===== src/rtl/timer_enable_filter_pkg.sv =====
// timer_enable_filter_pkg: shared FSM encoding and default widths for the enable filter.
package timer_enable_filter_pkg;
    localparam int DEF_FILTER_BITS = 8;
    localparam int DEF_COUNT_BITS  = 16;
    typedef enum logic [1:0] {
        ST_LOW      = 2'd0,
        ST_RISE_CHK = 2'd1,
        ST_HIGH     = 2'd2,
        ST_FALL_CHK = 2'd3
    } state_e;
endpackage


===== src/rtl/input_synchronizer.sv =====
// input_synchronizer: two-flop synchronizer for asynchronous pin levels.
module input_synchronizer (
    input  logic clk,
    input  logic rst,
    input  logic d_i,
    output logic q_o
);
    logic sync0_q, sync1_q;
    always_ff @(posedge clk) begin
        if (!rst) begin
            sync0_q <= 1'b0;
            sync1_q <= 1'b0;
        end else begin
            sync0_q <= d_i;
            sync1_q <= sync0_q;
        end
    end
    assign q_o = sync1_q;
endmodule


===== src/rtl/timer_enable_filter.sv =====
// timer_enable_filter: synchronizes, optionally inverts and glitch-filters the timer enable pin,
// with edge strobes and saturating rise/fall/glitch counts.
module timer_enable_filter
    import timer_enable_filter_pkg::*;
#(
    parameter int FILTER_BITS = DEF_FILTER_BITS,
    parameter int COUNT_BITS  = DEF_COUNT_BITS
) (
    input  logic                   clk,
    input  logic                   rst,
    input  logic                   pin_in,
    input  logic                   invert,
    input  logic [FILTER_BITS-1:0] filter_len,
    input  logic                   clear,
    output logic                   enable_out,
    output logic                   rise_pulse,
    output logic                   fall_pulse,
    output logic [COUNT_BITS-1:0]  rise_count,
    output logic [COUNT_BITS-1:0]  fall_count,
    output logic [COUNT_BITS-1:0]  glitch_count
);
    logic                   sync_lvl;
    logic                   s;
    state_e                 state_q, state_d;
    logic [FILTER_BITS-1:0] cnt_q, cnt_d;
    logic                   glitch;
    logic                   en_q, en_d;
    logic                   rise_q, rise_d;
    logic                   fall_q, fall_d;
    logic [COUNT_BITS-1:0]  rise_cnt_q, fall_cnt_q, glitch_cnt_q;

    input_synchronizer u_sync (
        .clk (clk),
        .rst (rst),
        .d_i (pin_in),
        .q_o (sync_lvl)
    );

    assign s = sync_lvl ^ invert;

    // Qualification compares against the live filter_len, so lowering it mid-check completes promptly.
    always_comb begin
        state_d = state_q;
        cnt_d   = cnt_q;
        glitch  = 1'b0;
        case (state_q)
            ST_LOW: if (s) begin
                state_d = (filter_len == '0) ? ST_HIGH : ST_RISE_CHK;
                cnt_d   = FILTER_BITS'(1);
            end
            ST_RISE_CHK: if (!s) begin
                state_d = ST_LOW;
                glitch  = 1'b1;
            end else if (cnt_q >= filter_len) begin
                state_d = ST_HIGH;
            end else begin
                cnt_d = cnt_q + FILTER_BITS'(1);
            end
            ST_HIGH: if (!s) begin
                state_d = (filter_len == '0) ? ST_LOW : ST_FALL_CHK;
                cnt_d   = FILTER_BITS'(1);
            end
            ST_FALL_CHK: if (s) begin
                state_d = ST_HIGH;
                glitch  = 1'b1;
            end else if (cnt_q >= filter_len) begin
                state_d = ST_LOW;
            end else begin
                cnt_d = cnt_q + FILTER_BITS'(1);
            end
            default: state_d = ST_LOW;
        endcase
    end

    assign en_d   = (state_d == ST_HIGH) || (state_d == ST_FALL_CHK);
    assign rise_d = en_d & ~en_q;
    assign fall_d = ~en_d & en_q;

    always_ff @(posedge clk) begin
        if (!rst) begin
            state_q      <= ST_LOW;
            cnt_q        <= '0;
            en_q         <= 1'b0;
            rise_q       <= 1'b0;
            fall_q       <= 1'b0;
            rise_cnt_q   <= '0;
            fall_cnt_q   <= '0;
            glitch_cnt_q <= '0;
        end else begin
            state_q      <= state_d;
            cnt_q        <= cnt_d;
            en_q         <= en_d;
            rise_q       <= rise_d;
            fall_q       <= fall_d;
            rise_cnt_q   <= clear ? '0 : (rise_d && !(&rise_cnt_q)) ? rise_cnt_q + COUNT_BITS'(1) : rise_cnt_q;
            fall_cnt_q   <= clear ? '0 : (fall_d && !(&fall_cnt_q)) ? fall_cnt_q + COUNT_BITS'(1) : fall_cnt_q;
            glitch_cnt_q <= clear ? '0 : (glitch && !(&glitch_cnt_q)) ? glitch_cnt_q + COUNT_BITS'(1) : glitch_cnt_q;
        end
    end

    assign enable_out   = en_q;
    assign rise_pulse   = rise_q;
    assign fall_pulse   = fall_q;
    assign rise_count   = rise_cnt_q;
    assign fall_count   = fall_cnt_q;
    assign glitch_count = glitch_cnt_q;
endmodule

===== config.mk =====
export PLATFORM = sky130hd
export DESIGN_NAME = timer_enable_filter
export DESIGN_NICKNAME = d
export VERILOG_FILES = /design/src/rtl/timer_enable_filter_pkg.sv /design/src/rtl/input_synchronizer.sv /design/src/rtl/timer_enable_filter.sv
export SDC_FILE = /design/constraint.sdc
export NUM_CORES = 1
export LEC_CHECK = 0
export CAP_MARGIN = 20
export CORE_UTILIZATION = 45
export CTS_BUF_LIST = sky130_fd_sc_hd__clkbuf_8
export CTS_CLUSTER_DIAMETER = 150
export DETAILED_ROUTE_END_ITERATION = 8
export PLACE_DENSITY = 0.73
export SYNTH_ARGS = -nofsm -noshare
export SYNTH_HDL_FRONTEND = slang
export SYNTH_SLANG_ARGS = --single-unit
export TNS_END_PERCENT = 100

===== constraint.sdc =====
create_clock -name clk -period 4.29 [get_ports clk]
set_input_delay 0.858 -clock clk [delete_from_list [all_inputs] [get_ports clk]]
set_output_delay 0.858 -clock clk [all_outputs]
set_load 0.005 [all_outputs]

==> results.md, run 1 <==
* Clk Latency, worst-skew pair at 330 ps
* Vias per std cell at 5.70
* RSZ-0062 raised after global routing: no
* Post-synth EDFFs at 0
* Vias in the first global route at 2,948
* Area of the multi-input gates at 2020 um^2
* FF-to-FF Start: cnt_q[2]$_SDFFE_PN0P_
* Crit. End Element: register
* Initial antenna violation count at 0
* Clock period minus worst slack at 3500 ps
* Post-synth top flop: dfxtp_1
* P&R area growth vs syn at 27.4%
* Clock Tree Buf Depth at 2
* Routed via count at 3,277
* Post-route ant nets at 0
* Port Buffer Count at 63
* FP Rows at 31
* Gate power share at 0.116
* Hold Fails Final Rpt at 0
* FF-to-FF path depth at 7
* Yosys warns at 0
* Post-DP HPWL at 5.81 mm
* Die area at 7810 um^2
* Register share of total power at 0.488
* Syn_nets at 429
* Fill cells at 681
* Crit path depth at 9
* Clock Skews at 7.42 ps
* VDD IR-drop max at 0.000172 V
* Sw Share at 0.266
* Worst EP arrival at 3760 ps
* WP buf/inv at 2
* Final Util at 0.593
* Max-cap violations at 0
* CP peak stage delay at 560 ps
* WHS Endpoint: u_sync.q_o$_SDFF_PN0_
* Psw at 0.325 mW
* Crit path max-delay family: simple AND/OR/NAND/NOR gates
* Cell variety after synth at 51
* Outcome: completed
* Setup Viol. Count Final at 0
* CTS Sinks at 62
* Root Driver: clkbuf_8
* FFs w/ async S/R, synth at 0
* Worst slew pin tran at 667 ps
* H-tree depth reported by CTS at 3
* Initial Utilization at 0.465
* Die W at 88.4 um
* Worst path most repeated cell: or4_1
* #FFs+latches synth at 62
* Reg2Reg Capture Point: cnt_q[4]$_SDFFE_PN0P_
* Detailed Routing Iterations Pass 1 at 4
* Clk network pwr share at 0.397
* Worst path cell trace: clkdlybuf4s50_1, inv_1, ha_1, or4_1, a21oi_1, a211o_1, nand2_1, or4_1, a31oi_1
* 1st-iter DRT viols at 156
* Leak at 1.45 nW
* Post-CTS setup buffers at 0
* N_diodes at 0
* Hold_buf cts at 0
* R2R setup slack at 1460 ps
* Register area at 1240 um^2
* Largest net degree at the start of global routing at 46
* Die Ht at 88.4 um
* Global-route wire length before repair at 13.6 mm
* CTS tree: built
* Power Internal at 0.896 mW
* Final Wtd Congestion at 0.865
* Total gr overflow at 0
* Synthesized area at 3360 um^2
* Post-DR wirelength/cell at 14.3 um
* Pwr/cell area at 285 nW/um^2
* Fin nets at 496
* Max Slew Vio Count at 0
* Crit path launch type: input pin
* Slowest library cell on the worst path: or4_1
* Slew headroom at 0.544
* Hold path depth at 1
* Global-route usage over all layers at 0.222
* Maximum fanout along the worst path at 14
* Worst setup path class: in -> reg
* Min-delay src: u_sync.sync0_q$_SDFF_PN0_
* Final period util at 0.816
* Post-Syn Area per Cell at 8.31 um^2
* Routed wire length at 8.23 mm
* Worst Path Required at 4550 ps
* Clock transition at path regs at 70 ps
* Post-Synthesis Cells at 404
* Resized cells post-CTS at 0
* I/O Pins at 64
* Core Area at 7210 um^2
* Total CTS buffers at 9
* Sequential element share of the synthesized area at 0.370
* Max Freq at 286 MHz
* Hold Path Class: reg -> reg
* # DRC at 0
* Sum Neg Setup Slack at 0 ps
* Layout cell share with drive strength beyond 1 at 0.0693
cells in the final DEF, fill, tap and decap left out, drive strengths merged, types with 2 or more instances in the layout:
master,n
nor2,44
o211ai,6
a21oi,25
a31oi,6
buf,3
clkinv,4
inv,18
and4,8
nand2b,3
xnor2,15
o21bai,2
a21o,2
and3,10
a211oi,6
nand4,20
a211o,2
a2111oi,3
or2,2
clkdlybuf4s50,63
o21ai,19
and2,4
ha,12
dfxtp,62
mux2i,2
clkbuf,9
a21boi,2
nand3,29
nor4,7
or4,9
o31ai,3
nor3,5
nand2,40
xor2,11
or3,13
flip-flops by register name, summed over array words and instances (netlist names):
register and cells:
glitch_count 16, fall_pulse 1, u_sync.sync0_q 1, cnt_q 8
fall_count 16, rise_count 16, rise_pulse 1, state_q 2
u_sync.q_o 1
cells in the mapped netlist (2+ instances only):
cell	count	area (um^2)
nand2_1	40	150
a211o_1	2	17.5
and3_2	2	15.0
nand4_1	19	119
nand2b_1	3	18.8
xor2_1	11	96.3
nor2_1	44	165
nor3_1	5	25.0
a31oi_1	6	37.5
nor4_1	7	43.8
o21bai_1	2	15.0
o31ai_1	2	15.0
o211ai_1	5	37.5
and2_1	3	18.8
or2_2	2	12.5
ha_1	12	150
a2111oi_0	2	17.5
inv_1	16	60.1
a21oi_1	25	125
mux2i_1	2	20.0
nand3_1	28	140
clkbuf_1	10	37.5
or4_4	2	22.5
or4_1	7	52.6
o21ai_0	17	85.1
dfxtp_1	62	1240
a211oi_1	5	37.5
and4_1	8	70.1
and3_1	8	50.1
or3_1	13	81.3
xnor2_1	14	123
layout make-up:
cell class,count,share of cell area
multi-input combinational,316,0.472
clock inverter,7,0.0135
sequential,62,0.290
timing repair buffer,66,0.153
tap,99,0.0289
inverter,16,0.0140
clock buffer,9,0.0289
power groups by stage:
stage          clock network, mW  logic [mW]  registers [mW]
4_1_cts                    0.492       0.141           0.595
5_1_grt                    0.521       0.156           0.596
3_5_place_dp                   0       0.140           0.608
3_3_place_gp                   0       0.137           0.608
2_1_floorplan                  0      0.0951           0.602
6_report                   0.484       0.141           0.596
worst register-to-register path: stages (launching register included):
cell	delay (ps)
dfxtp_1	370
ha_1	230
or4_1	520
a21oi_1	160
a211o_1	480
nand2_1	280
or4_1	560
a31oi_1	170
metrics by stage:
step / power [mW] / std cells / area [um^2] / hold slack (ps) / setup slack [ps]
after floorplan: 0.697 / 404 / 3360 / 412 / 1370
after global placement: 0.744 / 559 / 4100 / 460 / 636
after detailed placement: 0.748 / 559 / 4100 / 455 / 503
after CTS: 1.23 / 575 / 4280 / 472 / 858
after global routing: 1.27 / 575 / 4280 / 483 / 645
final: 1.22 / 575 / 4280 / 464 / 788
kinds of logic after synthesis:
family / after synthesis / synth area share
flops: 62 / 0.370
buf+inv: 26 / 0.0291
simple gates: 196 / 0.309
mux: 2 / 0.00596
fa+ha+maj: 12 / 0.0447
xor+xnor: 27 / 0.0771
compound gates: 79 / 0.165
metal layers:
| layer | up-vias | GRT usage | wire [um] |
|---|---|---|---|
| met3 | 11 | 0.0541 | 323 |
| li1 | 1620 | - | - |
| met1 | 1576 | 0.283 | 3800 |
| met4 | 0 | 0.0777 | 91 |
| met2 | 70 | 0.364 | 4010 |
| met5 | - | 0 | 0 |
worst max-delay path by stage:
stage / from / end / slack [ps]
after floorplan: filter_len[6] / fall_count[6]$_SDFFE_PP0P_ / 1370
after global placement: filter_len[1] / cnt_q[6]$_SDFFE_PN0P_ / 640
after detailed placement: filter_len[2] / cnt_q[4]$_SDFFE_PN0P_ / 500
after CTS: filter_len[2] / cnt_q[4]$_SDFFE_PN0P_ / 860
after global routing: filter_len[1] / cnt_q[4]$_SDFFE_PN0P_ / 640
final: filter_len[2] / cnt_q[4]$_SDFFE_PN0P_ / 790
(Power assumes the default switching activity.)
==> run 2, diff against run 1 <==
--- a/config.mk
+++ b/config.mk
@@ -10,7 +10,7 @@
 export CTS_BUF_LIST = sky130_fd_sc_hd__clkbuf_8
 export CTS_CLUSTER_DIAMETER = 150
 export DETAILED_ROUTE_END_ITERATION = 8
-export PLACE_DENSITY = 0.73
+export PLACE_DENSITY = 0.75
 export SYNTH_ARGS = -nofsm -noshare
 export SYNTH_HDL_FRONTEND = slang
 export SYNTH_SLANG_ARGS = --single-unit
==> constraint.sdc (replaced) <==
create_clock -name clk -period 3.1 [get_ports clk]
set_input_delay 0.62 -clock clk [delete_from_list [all_inputs] [get_ports clk]]
set_output_delay 0.62 -clock clk [all_outputs]
set_load 0.005 [all_outputs]
==> results.md, run 2 (synthesized netlist as in run 1, its figures left out) <==
* CP peak stage delay at 470 ps
* Worst path cell trace: clkdlybuf4s50_1, inv_1, ha_1, or3_1, o211ai_1, a211o_1, buf_4, a2111oi_4, buf_4, nand4_1, mux2i_1
* # DRC at 0
* Clock transition at path regs at 70 ps
* Crit path launch type: input pin
* Worst EP arrival at 3040 ps
* Total gr overflow at 0
* Hold Fails Final Rpt at 0
* Routed wire length at 8.27 mm
* Post-DR wirelength/cell at 14.1 um
* Max Freq at 355 MHz
* Post-DP HPWL at 6.04 mm
* Vias per std cell at 5.62
* Initial Utilization at 0.465
* Hold_buf cts at 0
* Detailed Routing Iterations Pass 1 at 6
* Design Area, Final at 4430 um^2
* VDD IR-drop max at 0.000246 V
* Power Internal at 1.39 mW
* Clk Latency, worst-skew pair at 340 ps
* Fin nets at 507
* Slew headroom at 0.584
* Clk network pwr share at 0.443
* Setup Viol. Count Final at 0
* Dpl cell area at 4190 um^2
* Pwr/cell area at 417 nW/um^2
* GR peak layer: met2
* Largest net degree at the start of global routing at 24
* N_diodes at 0
* M1 GR Usage at 0.280
* Most frequent cells in the layout: clkdlybuf4s50_1, dfxtp_1, nor2_1
* Layout cell share with drive strength beyond 1 at 0.0945
* Leak at 1.52 nW
* GR Layer Usage met2 at 0.378
* Post-route ant nets at 0
* Gate power share at 0.112
* Sum Neg Setup Slack at 0 ps
* I/O Pins at 64
* Final period util at 0.907
* Worst slew pin tran at 622 ps
* Max-cap violations at 0
* CTS tree: built
* Crit. End Element: register
* Max Slew Vio Count at 0
* Clock period minus worst slack at 2810 ps
* RSZ-0062 raised after global routing: no
* Clock Tree Buf Depth at 2
* Core Area at 7210 um^2
* Port Buffer Count at 63
* Root Driver: clkbuf_8
* Global-route usage over all layers at 0.226
* Clock Skews at 7.73 ps
* Final Wtd Congestion at 0.830
* Die W at 88.4 um
* Met3 usage at 0.0429
* Routed via count at 3,295
* WP buf/inv at 4
* P&R area growth vs syn at 31.8%
* Worst path most repeated cell: buf_4
* Die Ht at 88.4 um
* Total CTS buffers at 9
* Initial antenna violation count at 0
* Sw Share at 0.248
* Psw at 0.458 mW
* 1st-iter DRT viols at 164
* Vias in the first global route at 3,045
* Post-CTS setup buffers at 0
* Resized cells post-CTS at 0
* Outcome: completed
* CTS Sinks at 62
* Slowest library cell on the worst path: clkdlybuf4s50_1
* Register share of total power at 0.446
* Hold Path Class: reg -> reg
* Global-route wire length before repair at 13.8 mm
* Die area at 7810 um^2
* FP Rows at 31
* Worst Path Required at 3320 ps
* Maximum fanout along the worst path at 9
* Commonest non-fill, non-tap cell in the layout: clkdlybuf4s50_1
* H-tree depth reported by CTS at 3
* Crit path max-delay family: buffers and inverters
* Worst setup path class: in -> reg
-- run 2: cell count changes in the layout (fill, tap and decap cells not counted), sizes merged --
cell      before  now
buf            3   14
clkbuf         9   11
clkinv         4    2
inv           18   16
bufinv         1    2
clkinvlp       0    1
-- run 2: worst register-to-register path, cell delays in order (launching register included) --
cell       delay, ps
dfxtp_1          450
ha_1             250
or3_1            140
o211ai_1         150
a211o_1          380
buf_4            170
a2111oi_4        330
buf_4            210
nand4_1          130
mux2i_1          150
-- run 2: metal layers --
layer | vias to the layer above | routed length, um
met4 | 0 | 160
met5 | - | 0
met2 | 97 | 3950
met1 | 1542 | 3690
met3 | 17 | 465
li1 | 1639 | -
-- run 2: path summary, 6_finish.rpt --
kind	startpoint	to	slack, ps	cells past startpoint
max reg2reg	cnt_q[3]$_SDFFE_PN0P_	rise_count[5]$_SDFFE_PP0P_	630	9
min	u_sync.sync0_q$_SDFF_PN0_	u_sync.q_o$_SDFF_PN0_	450	1
min reg2reg	u_sync.sync0_q$_SDFF_PN0_	u_sync.q_o$_SDFF_PN0_	450	1
max	filter_len[2]	rise_count[5]$_SDFFE_PP0P_	290	11
-- run 2: cell type report --
class / instances / area [um^2]
flip-flops and latches: 62 / 1240
inverters: 16 / 60.1
multi-input cells: 316 / 2020
repair buffers: 77 / 748
clock buffers: 11 / 151
clock inverters: 5 / 81.3
fillers: 663 / 2790
well taps: 99 / 124
-- run 2: metrics by stage --
stage	setup slack [ps]	instances	power (mW)	utilization	hold slack, ps
floorplan	418	404	0.965	-	412
global placement	68.0	570	1.04	0.581	431
detailed placement	-36.9	570	1.04	0.581	443
CTS	325	586	1.86	0.613	454
global route	77.1	586	1.92	0.613	453
finish	287	586	1.85	0.613	451
-- run 2: power groups by stage --
stage	combinational, mW	clock [mW]	sequential (mW)
final	0.206	0.817	0.822
after global routing	0.225	0.871	0.824
after CTS	0.205	0.833	0.822
after detailed placement	0.204	0	0.840
after global placement	0.201	0	0.840
after floorplan	0.132	0	0.833
==> run 3, diff against run 2 <==
--- a/config.mk
+++ b/config.mk
@@ -10,7 +10,7 @@
 export CTS_BUF_LIST = sky130_fd_sc_hd__clkbuf_8
 export CTS_CLUSTER_DIAMETER = 150
 export DETAILED_ROUTE_END_ITERATION = 8
-export PLACE_DENSITY = 0.75
+export PLACE_DENSITY = 0.73
 export SYNTH_ARGS = -nofsm -noshare
 export SYNTH_HDL_FRONTEND = slang
 export SYNTH_SLANG_ARGS = --single-unit
==> results.md, run 3 (synthesized netlist as in run 1, its figures left out) <==
* Hold_buf cts at 0
* Post-CTS setup buffers at 0
* Area of the multi-input gates at 2020 um^2
* Hold Fails Final Rpt at 0
* Worst slew pin tran at 700 ps
* Max Slew Vio Count at 0
* Crit path launch type: input pin
* CTS Sinks at 62
* Maximum fanout along the worst path at 6
* Clock transition at path regs at 70 ps
* Clock Tree Buf Depth at 2
* VDD IR-drop max at 0.000225 V
* Worst setup path class: in -> reg
* Root Driver: clkbuf_8
* Final Util at 0.607
* Resized cells post-CTS at 0
* Post-DP HPWL at 5.90 mm
* Hold path depth at 1
* Routed wire length at 8.09 mm
* Leak at 1.51 nW
* Pre-CTS setup slack at 20.8 ps
* Vias per std cell at 5.53
* Crit. End Element: register
* Die W at 88.4 um
* Reg2Reg Capture Point: fall_count[4]$_SDFFE_PP0P_
* Final Wtd Congestion at 0.814
* Clock Skews at 9.20 ps
* Total gr overflow at 0
* FF-to-FF path depth at 9
* Core Area at 7210 um^2
* RSZ-0062 raised after global routing: no
* I/O Pins at 64
* Largest net degree at the start of global routing at 18
* Worst Setup SP: filter_len[0]
* Total CTS buffers at 9
* Post-DR wirelength/cell at 13.8 um
* Max-cap violations at 0
* Final period util at 0.882
* Port Buffer Count at 63
* Pwr/cell area at 399 nW/um^2
* Initial Utilization at 0.465
* Global-route usage over all layers at 0.223
* Post-route ant nets at 0
* Worst Path Required at 3330 ps
* Clock period minus worst slack at 2730 ps
* Worst Setup EP: fall_count[4]$_SDFFE_PP0P_
* Initial antenna violation count at 0
* Register area at 1240 um^2
* Clk Latency, worst-skew pair at 340 ps
* Worst EP arrival at 2960 ps
* Die area at 7810 um^2
* Hold Path Class: reg -> reg
* Commonest non-fill, non-tap cell in the layout: clkdlybuf4s50_1
* 1st-iter DRT viols at 111
* FF-to-FF Start: cnt_q[0]$_SDFFE_PN0P_
* Outcome: completed
* Fin nets at 507
* FP Rows at 31
* Min Hold Slack at 452 ps
* # DRC at 0
* Max Freq at 366 MHz
* Die Ht at 88.4 um
* N_diodes at 0
* Vias in the first global route at 2,931
* Setup Viol. Count Final at 0
* Slew headroom at 0.532
* Most frequent cells in the layout: clkdlybuf4s50_1, dfxtp_1, nor2_1
* CTS tree: built
* Sum Neg Setup Slack at 0 ps
* Detailed Routing Iterations Pass 1 at 4
* H-tree depth reported by CTS at 3
* Layout cell share with drive strength beyond 1 at 0.0924
* Global-route wire length before repair at 13.5 mm
* R2R setup slack at 670 ps
* P&R area growth vs syn at 30.4%
* Routed via count at 3,240
* Final Worst Setup Slack at 366 ps
* Fill cells at 647
## run 3: cell count changes in the layout (fill, tap and decap cells not counted), sizes merged
cell	change
clkinv	+1
bufinv	-1
inv	+1
clkinvlp	-1
## run 3: per-layer routing
layer,track usage,wire [um],part of all wire,vias to the layer above
li1,-,-,-,1642
met1,0.284,3810,0.47,1529
met2,0.365,3830,0.47,61
met3,0.0541,374,0.046,8
met4,0.0821,73,0.0090,0
met5,0,0,0,-
## run 3: worst min path at each step
stage,to,startpoint
final,u_sync.q_o$_SDFF_PN0_,u_sync.sync0_q$_SDFF_PN0_
after floorplan,u_sync.q_o$_SDFF_PN0_,u_sync.sync0_q$_SDFF_PN0_
after global routing,u_sync.q_o$_SDFF_PN0_,u_sync.sync0_q$_SDFF_PN0_
after detailed placement,u_sync.q_o$_SDFF_PN0_,u_sync.sync0_q$_SDFF_PN0_
after global placement,u_sync.q_o$_SDFF_PN0_,u_sync.sync0_q$_SDFF_PN0_
after CTS,u_sync.q_o$_SDFF_PN0_,u_sync.sync0_q$_SDFF_PN0_
## run 3: cell type report
cell class	count	area share
well taps	99	0.0283
clock inverters	5	0.0111
repair buffers	77	0.168
inverters	16	0.0137
clock buffers	11	0.0346
flip-flops and latches	62	0.283
multi-input cells	316	0.461
## run 3: per-stage QoR
stage / std cells / total power [mW] / cell area, um^2
3_3_place_gp: 570 / 1.04 / 4180
2_1_floorplan: 404 / 0.965 / 3360
4_1_cts: 586 / 1.77 / 4380
3_5_place_dp: 570 / 1.05 / 4180
6_report: 586 / 1.75 / 4380
5_1_grt: 586 / 1.82 / 4380
## run 3: critical path: stages
cell             delay [ps]
clkdlybuf4s50_1         420
ha_1                    290
nand2b_1                170
a2111oi_0               600
o211ai_2                260
buf_4                   230
nand4_1                 160
nor4_1                   60
o21bai_1                150
## run 3: report_power, final
part	internal (mW)	switching (mW)	total, mW
registers	0.807	0.0165	0.824
logic	0.0829	0.123	0.206
clock network	0.408	0.310	0.718
